[src/rtl/mem_arb_pkg.sv]
// Shared types and helpers for the RAM port-2 arbiter.
//  state_e  : arbiter FSM states
//  NREQ_MAX : largest supported requester count
//  clog2    : index width for a given requester count
package mem_arb_pkg;

  localparam int unsigned NREQ_MAX = 8;

  typedef enum logic {
    IDLE   = 1'b0,
    ACCESS = 1'b1
  } state_e;

  // Ceiling log2, used to size requester index fields.
  function automatic int unsigned clog2(input int unsigned n);
    int unsigned r;
    r = 0;
    while ((32'd1 << r) < n) r++;
    return r;
  endfunction

endpackage

[src/rtl/mem_port_arbiter_rr_pick.sv]
// Combinational round-robin encoder for the RAM port-2 arbiter.
//  elig    in   NREQ  eligible requesters
//  rr_ptr  in   IW    highest-priority index for this pick
//  grant_c out  IW    winning index (valid when any_c)
//  any_c   out  1     at least one requester eligible
// Optional macro ARB_PRIO0_EN: requester 0 wins whenever it is eligible.
module rr_pick #(
  parameter int unsigned NREQ = 4,
  parameter int unsigned IW   = 2
) (
  input  logic [NREQ-1:0] elig,
  input  logic [IW-1:0]   rr_ptr,
  output logic [IW-1:0]   grant_c,
  output logic            any_c
);
  import mem_arb_pkg::*;

  int unsigned idx;
  logic        found;

  // Search upward from rr_ptr, wrapping at NREQ-1; first set bit wins.
  always_comb begin
    grant_c = '0;
    found   = 1'b0;
    idx     = 0;
    for (int unsigned i = 0; i < NREQ; i++) begin
      idx = (32'(rr_ptr) + i) % NREQ;
      if (!found && elig[idx[IW-1:0]]) begin
        found   = 1'b1;
        grant_c = IW'(idx);
      end
    end
`ifdef ARB_PRIO0_EN
    // Real-time requester 0 overrides the rotation.
    if (elig[0]) grant_c = '0;
`endif
  end

  assign any_c = |elig;

endmodule

[src/rtl/mem_port_arbiter.sv]
// Shares RAM port 2 among NREQ requesters, one access at a time, round-robin.
// The RAM acts on negedge; this block presents address/data from posedge flops
// and captures read data on the following posedge.
//  clk, reset           clock, synchronous active-high reset
//  req/we/addr/wdata    per-requester request, direction, address, write data
//  ack                  one-cycle one-hot completion pulse
//  rdata                read data, valid in the ack cycle, held until next read
//  busy                 high while an access is in flight
//  mem_addr/din/wen     to RAM port 2; mem_dout from RAM port 2
// Optional macro ARB_PRIO0_EN: requester 0 has absolute priority (see rr_pick).
module mem_port_arbiter #(
  parameter int unsigned NREQ       = 4,
  parameter int unsigned DATA_WIDTH = 16,
  parameter int unsigned ADDR_WIDTH = 10
) (
  input  logic                       clk,
  input  logic                       reset,
  input  logic [NREQ-1:0]            req,
  input  logic [NREQ-1:0]            we,
  input  logic [NREQ*ADDR_WIDTH-1:0] addr,
  input  logic [NREQ*DATA_WIDTH-1:0] wdata,
  output logic [NREQ-1:0]            ack,
  output logic [DATA_WIDTH-1:0]      rdata,
  output logic                       busy,
  output logic [ADDR_WIDTH-1:0]      mem_addr,
  output logic [DATA_WIDTH-1:0]      mem_din,
  output logic                       mem_wen,
  input  logic [DATA_WIDTH-1:0]      mem_dout
);
  import mem_arb_pkg::*;

  localparam int unsigned IW = clog2(NREQ);

  state_e                state_q, state_d;
  logic [IW-1:0]         gnt_q, gnt_d;
  logic [IW-1:0]         rr_ptr_q, rr_ptr_d;
  logic [NREQ-1:0]       ack_q, ack_d;
  logic [DATA_WIDTH-1:0] rdata_q, rdata_d;
  logic                  busy_q, busy_d;
  logic [ADDR_WIDTH-1:0] mem_addr_q, mem_addr_d;
  logic [DATA_WIDTH-1:0] mem_din_q, mem_din_d;
  logic                  mem_wen_q, mem_wen_d;

  logic [NREQ-1:0]       elig_c;
  logic [IW-1:0]         pick_c;
  logic                  any_c;

  // A requester still holding req during its ack cycle must not be re-granted.
  assign elig_c = req & ~ack_q;

  rr_pick #(
    .NREQ (NREQ),
    .IW   (IW)
  ) u_rr_pick (
    .elig    (elig_c),
    .rr_ptr  (rr_ptr_q),
    .grant_c (pick_c),
    .any_c   (any_c)
  );

  // Next-state and registered-output logic.
  always_comb begin
    state_d    = state_q;
    gnt_d      = gnt_q;
    rr_ptr_d   = rr_ptr_q;
    ack_d      = '0;
    rdata_d    = rdata_q;
    busy_d     = busy_q;
    mem_addr_d = mem_addr_q;
    mem_din_d  = mem_din_q;
    mem_wen_d  = mem_wen_q;
    case (state_q)
      IDLE: begin
        if (any_c) begin
          gnt_d      = pick_c;
          mem_addr_d = addr[pick_c*ADDR_WIDTH +: ADDR_WIDTH];
          mem_din_d  = wdata[pick_c*DATA_WIDTH +: DATA_WIDTH];
          mem_wen_d  = we[pick_c];
          busy_d     = 1'b1;
          state_d    = ACCESS;
        end else begin
          mem_wen_d  = 1'b0;
        end
      end
      ACCESS: begin
        // RAM has acted on the intervening negedge; finish the access.
        if (!mem_wen_q) rdata_d = mem_dout;
        ack_d[gnt_q] = 1'b1;
        mem_wen_d    = 1'b0;
        busy_d       = 1'b0;
        rr_ptr_d     = (gnt_q == IW'(NREQ - 1)) ? '0 : gnt_q + 1'b1;
`ifdef ARB_PRIO0_EN
        // Priority grants to requester 0 leave the rotation untouched.
        if (gnt_q == '0) rr_ptr_d = rr_ptr_q;
`endif
        state_d      = IDLE;
      end
      default: state_d = IDLE;
    endcase
  end

  // State and output registers.
  always_ff @(posedge clk) begin
    if (reset) begin
      state_q    <= IDLE;
      gnt_q      <= '0;
      rr_ptr_q   <= '0;
      ack_q      <= '0;
      rdata_q    <= '0;
      busy_q     <= 1'b0;
      mem_addr_q <= '0;
      mem_din_q  <= '0;
      mem_wen_q  <= 1'b0;
    end else begin
      state_q    <= state_d;
      gnt_q      <= gnt_d;
      rr_ptr_q   <= rr_ptr_d;
      ack_q      <= ack_d;
      rdata_q    <= rdata_d;
      busy_q     <= busy_d;
      mem_addr_q <= mem_addr_d;
      mem_din_q  <= mem_din_d;
      mem_wen_q  <= mem_wen_d;
    end
  end

  assign ack      = ack_q;
  assign rdata    = rdata_q;
  assign busy     = busy_q;
  assign mem_addr = mem_addr_q;
  assign mem_din  = mem_din_q;
  assign mem_wen  = mem_wen_q;

endmodule

[config.mk]
export PLATFORM = sky130hd
export DESIGN_NAME = mem_port_arbiter
export DESIGN_NICKNAME = d
export VERILOG_FILES = /design/src/rtl/mem_arb_pkg.sv /design/src/rtl/mem_port_arbiter_rr_pick.sv /design/src/rtl/mem_port_arbiter.sv
export SDC_FILE = /design/constraint.sdc
export NUM_CORES = 1
export LEC_CHECK = 0
export ABC_AREA = 0
export CORE_MARGIN = 1.5
export CORE_UTILIZATION = 38
export DETAILED_ROUTE_END_ITERATION = 7
export PLACE_DENSITY = 0.83
export SLEW_MARGIN = 10
export SYNTH_ARGS = -nofsm -noshare
export SYNTH_HDL_FRONTEND = slang
export SYNTH_SLANG_ARGS = --single-unit
[constraint.sdc]
create_clock -name clk -period 3.55 [get_ports clk]
set_clock_uncertainty 0.1 [all_clocks]
set_input_delay 0.355 -clock clk [delete_from_list [all_inputs] [get_ports clk]]
set_output_delay 0.355 -clock clk [all_outputs]
set_load 0.01 [all_outputs]
==> flow_summary.ini <==
[setup_path]
reg2reg_slack_ns = 1.34
critical_path_class = input port to flop
endpoint_kind = flop
reg2reg_from = ack[0]
crit_fanout = 27
cp_top_family = simple AND/OR/NAND/NOR gates
path_cells = clkdlybuf4s50_1 -> nor2b_2 -> a21oi_1 -> a21oi_1 -> or4_1 -> o221ai_1
arrival_ns = 2.44
r2r_end = mem_din[1]
cp.required_ns = 3.59
cpPeakStageDelay_ns = 0.79
critical_path.most_common_cell = a21oi_1
reg2reg_depth = 5
cp_slowest_cell = or4_1
start_kind = input port
crit_buf_inv = 1

[cells_and_area]
drive_gt1_frac = 0.0336
fin_nets = 579
fillCellCount = 532
syn_to_final_growth_pct = 71.8
num_antenna_cells = 0

[synth]
yosysMostFrequentCell = nand2_1
syn_area_um2 = 2590
syn_area_per_cell_um2 = 9.40
yosys.area.top_type = dfxtp_1
synth_edf_count = 0
syn_inst = 276
synth_top_area_frac = 0.409
syn-num-nets = 410
ys.flop_type = dfxtp_1
synth_seq_area_share = 0.409
synth_area_leaders = dfxtp_1 41%, mux2i_1 21%, nand2_1 8.7%
async_reset_ff_frac = 0
ys.warnings.count = 0
ys_ff_latch = 53
synth_common_cells = 60 x nand2_1, 55 x mux2i_1, 53 x dfxtp_1, 25 x o221ai_1, 20 x a21oi_1
synth_cell_types = 29

[place]
gp_congestion = 0.855
dp_slack_ns = 0.799
portBuffers = 177
dp_hpwl_mm = 6.52

[clock_tree]
cts-root-buf = clkbuf_8
path_clk_slew_ns = 0.09
numCtsBuffers = 5
cts_buffer_depth = 2
cts_resized = 0
clock_sinks = 53
cts_tree = done
clk_latency_ns = 0.30
hold_buffers = 0
post_cts.repair.setup_buffers = 0
htree_levels = 2

[route]
vias = 2665
ant_nets = 0
drc_errors = 6
avgRoutedWirePerCell_um = 15.7
drt_iter0_markers = 60
wl_mm = 8.22
drtPass1Iterations = 6
via_per_inst = 5.10

[outcome]
violations = design-rule violations
status = complete, but fails checks

[min_path]
worstHoldStart = rdata[3]
min_to = rdata[3]
hold_class = flop to flop
holdPathStages = 2

[timing]
setup_slack_ns = 1.15
final-hold-violation-count = 0
max_slew.worst_pin.slew_ns = 1.05
fin_crit_sh = 0.676
timing.fmax_mhz = 417
layout_min_cycle_time_ns = 2.40
tns_ns = 0
slew_headroom = 0.300
slew_violations = 0
rsz0062_at_grt = no
finalSetupViolCount = 0

[power]
p_per_area_nw_per_um2 = 355
fin_total_pwr_w = 0.00158
p_leak_nw = 1.82
irDropWorstVdd_v = 0.000211

[die]
rows = 29
die_x_um = 85.6
ios = 178
core-area_um2 = 6460
start_util = 0.402
dieArea_um2 = 7330
die_h_um = 85.6

[global_routing]
grt_max_degree = 56
grt_pass1_vias = 2732
grt_pass1_wl_mm = 13.1
antenna_found_initial = 0
grt.total_usage = 0.223
globalRoute.totalOverflow = 0

[run]
maxCapViolCount = 0
cell families (layout without fill, tap and decap cells):
logic type | after synthesis | in the layout | synth area share
AND/OR/NAND/NOR | 87 | 87 | 0.146
multiplexers | 56 | 56 | 0.217
AO/OA/AOI/OAI | 54 | 54 | 0.154
flip-flops | 53 | 53 | 0.409
buffers and inverters | 22 | 192 | 0.0550
adder cells (fa/ha/maj) | 4 | 4 | 0.0193
state kept, by name, summed over array words and instances, names as in the netlist:
| register | count |
|---|---|
| mem_addr | 10 |
| gnt_q | 2 |
| mem_wen | 1 |
| rdata | 16 |
| ack | 4 |
| busy | 1 |
| state_q | 1 |
| rr_ptr_q | 2 |
| mem_din | 16 |
worst min-delay path, stage by stage (launching register included):
cell,delay (ns)
dfxtp_1,0.32
nand2_1,0.05
a21oi_1,0.05
final cells by class:
class,instances,area (µm²),share of cell area
Timing Repair Buffer,181,1810,0.407
Multi-Input combinational cell,201,1390,0.313
Sequential cell,53,1060,0.238
Tap cell,77,96.3,0.0216
Clock buffer,8,80.1,0.0180
Inverter,3,11.3,0.00253
metal layers:
| metal | share of wire | vias to the layer above | track usage |
|---|---|---|---|
| met5 | 0 | - | 0 |
| met4 | 0.026 | 0 | 0.0894 |
| met3 | 0.067 | 20 | 0.0520 |
| met2 | 0.53 | 104 | 0.412 |
| met1 | 0.38 | 1214 | 0.246 |
| li1 | - | 1327 | - |
cells in the final DEF, fill, tap and decap left out, types with 2 or more instances in the layout:
cell	instances
nor2b_1	3
clkbuf_8	5
mux2i_1	55
or3_1	2
clkbuf_1	3
ha_1	4
nand2_1	60
o41a_1	2
o221ai_1	25
clkdlybuf4s50_1	177
nor2b_2	2
nor2_1	8
dfxtp_1	53
buf_4	3
inv_1	3
and2_1	4
nand2b_1	5
a21oi_1	20
where the power goes:
part	internal [W]	switching (W)	leakage [nW]
Sequential	0.000659	0.0000373	0.436
Combinational	0.000337	0.000225	1.35
Clock	0.000141	0.000184	0.0395
Total	0.00114	0.000446	1.82
metrics by stage:
| stage | cells | hold WS, ns | area (µm²) | util |
|---|---|---|---|---|
| 5_1_grt | 523 | 0.375 | 4460 | 0.690 |
| 2_1_floorplan | 276 | 0.381 | 2590 | - |
| 6_report | 523 | 0.358 | 4460 | 0.690 |
| 4_1_cts | 523 | 0.360 | 4460 | 0.690 |
| 3_3_place_gp | 515 | 0.342 | 4380 | 0.678 |
| 3_5_place_dp | 515 | 0.347 | 4380 | 0.678 |
worst max-delay path by stage:
stage	endpoint	startpoint	cells after the start
final	mem_din[1]	req[0]	6
after global routing	mem_din[1]	req[0]	6
after CTS	mem_addr[5]	req[0]	6
after detailed placement	mem_addr[5]	req[0]	6
after global placement	mem_din[9]	req[0]	6
after floorplan	mem_addr[3]	req[1]	7
(Power assumes the default switching activity.)
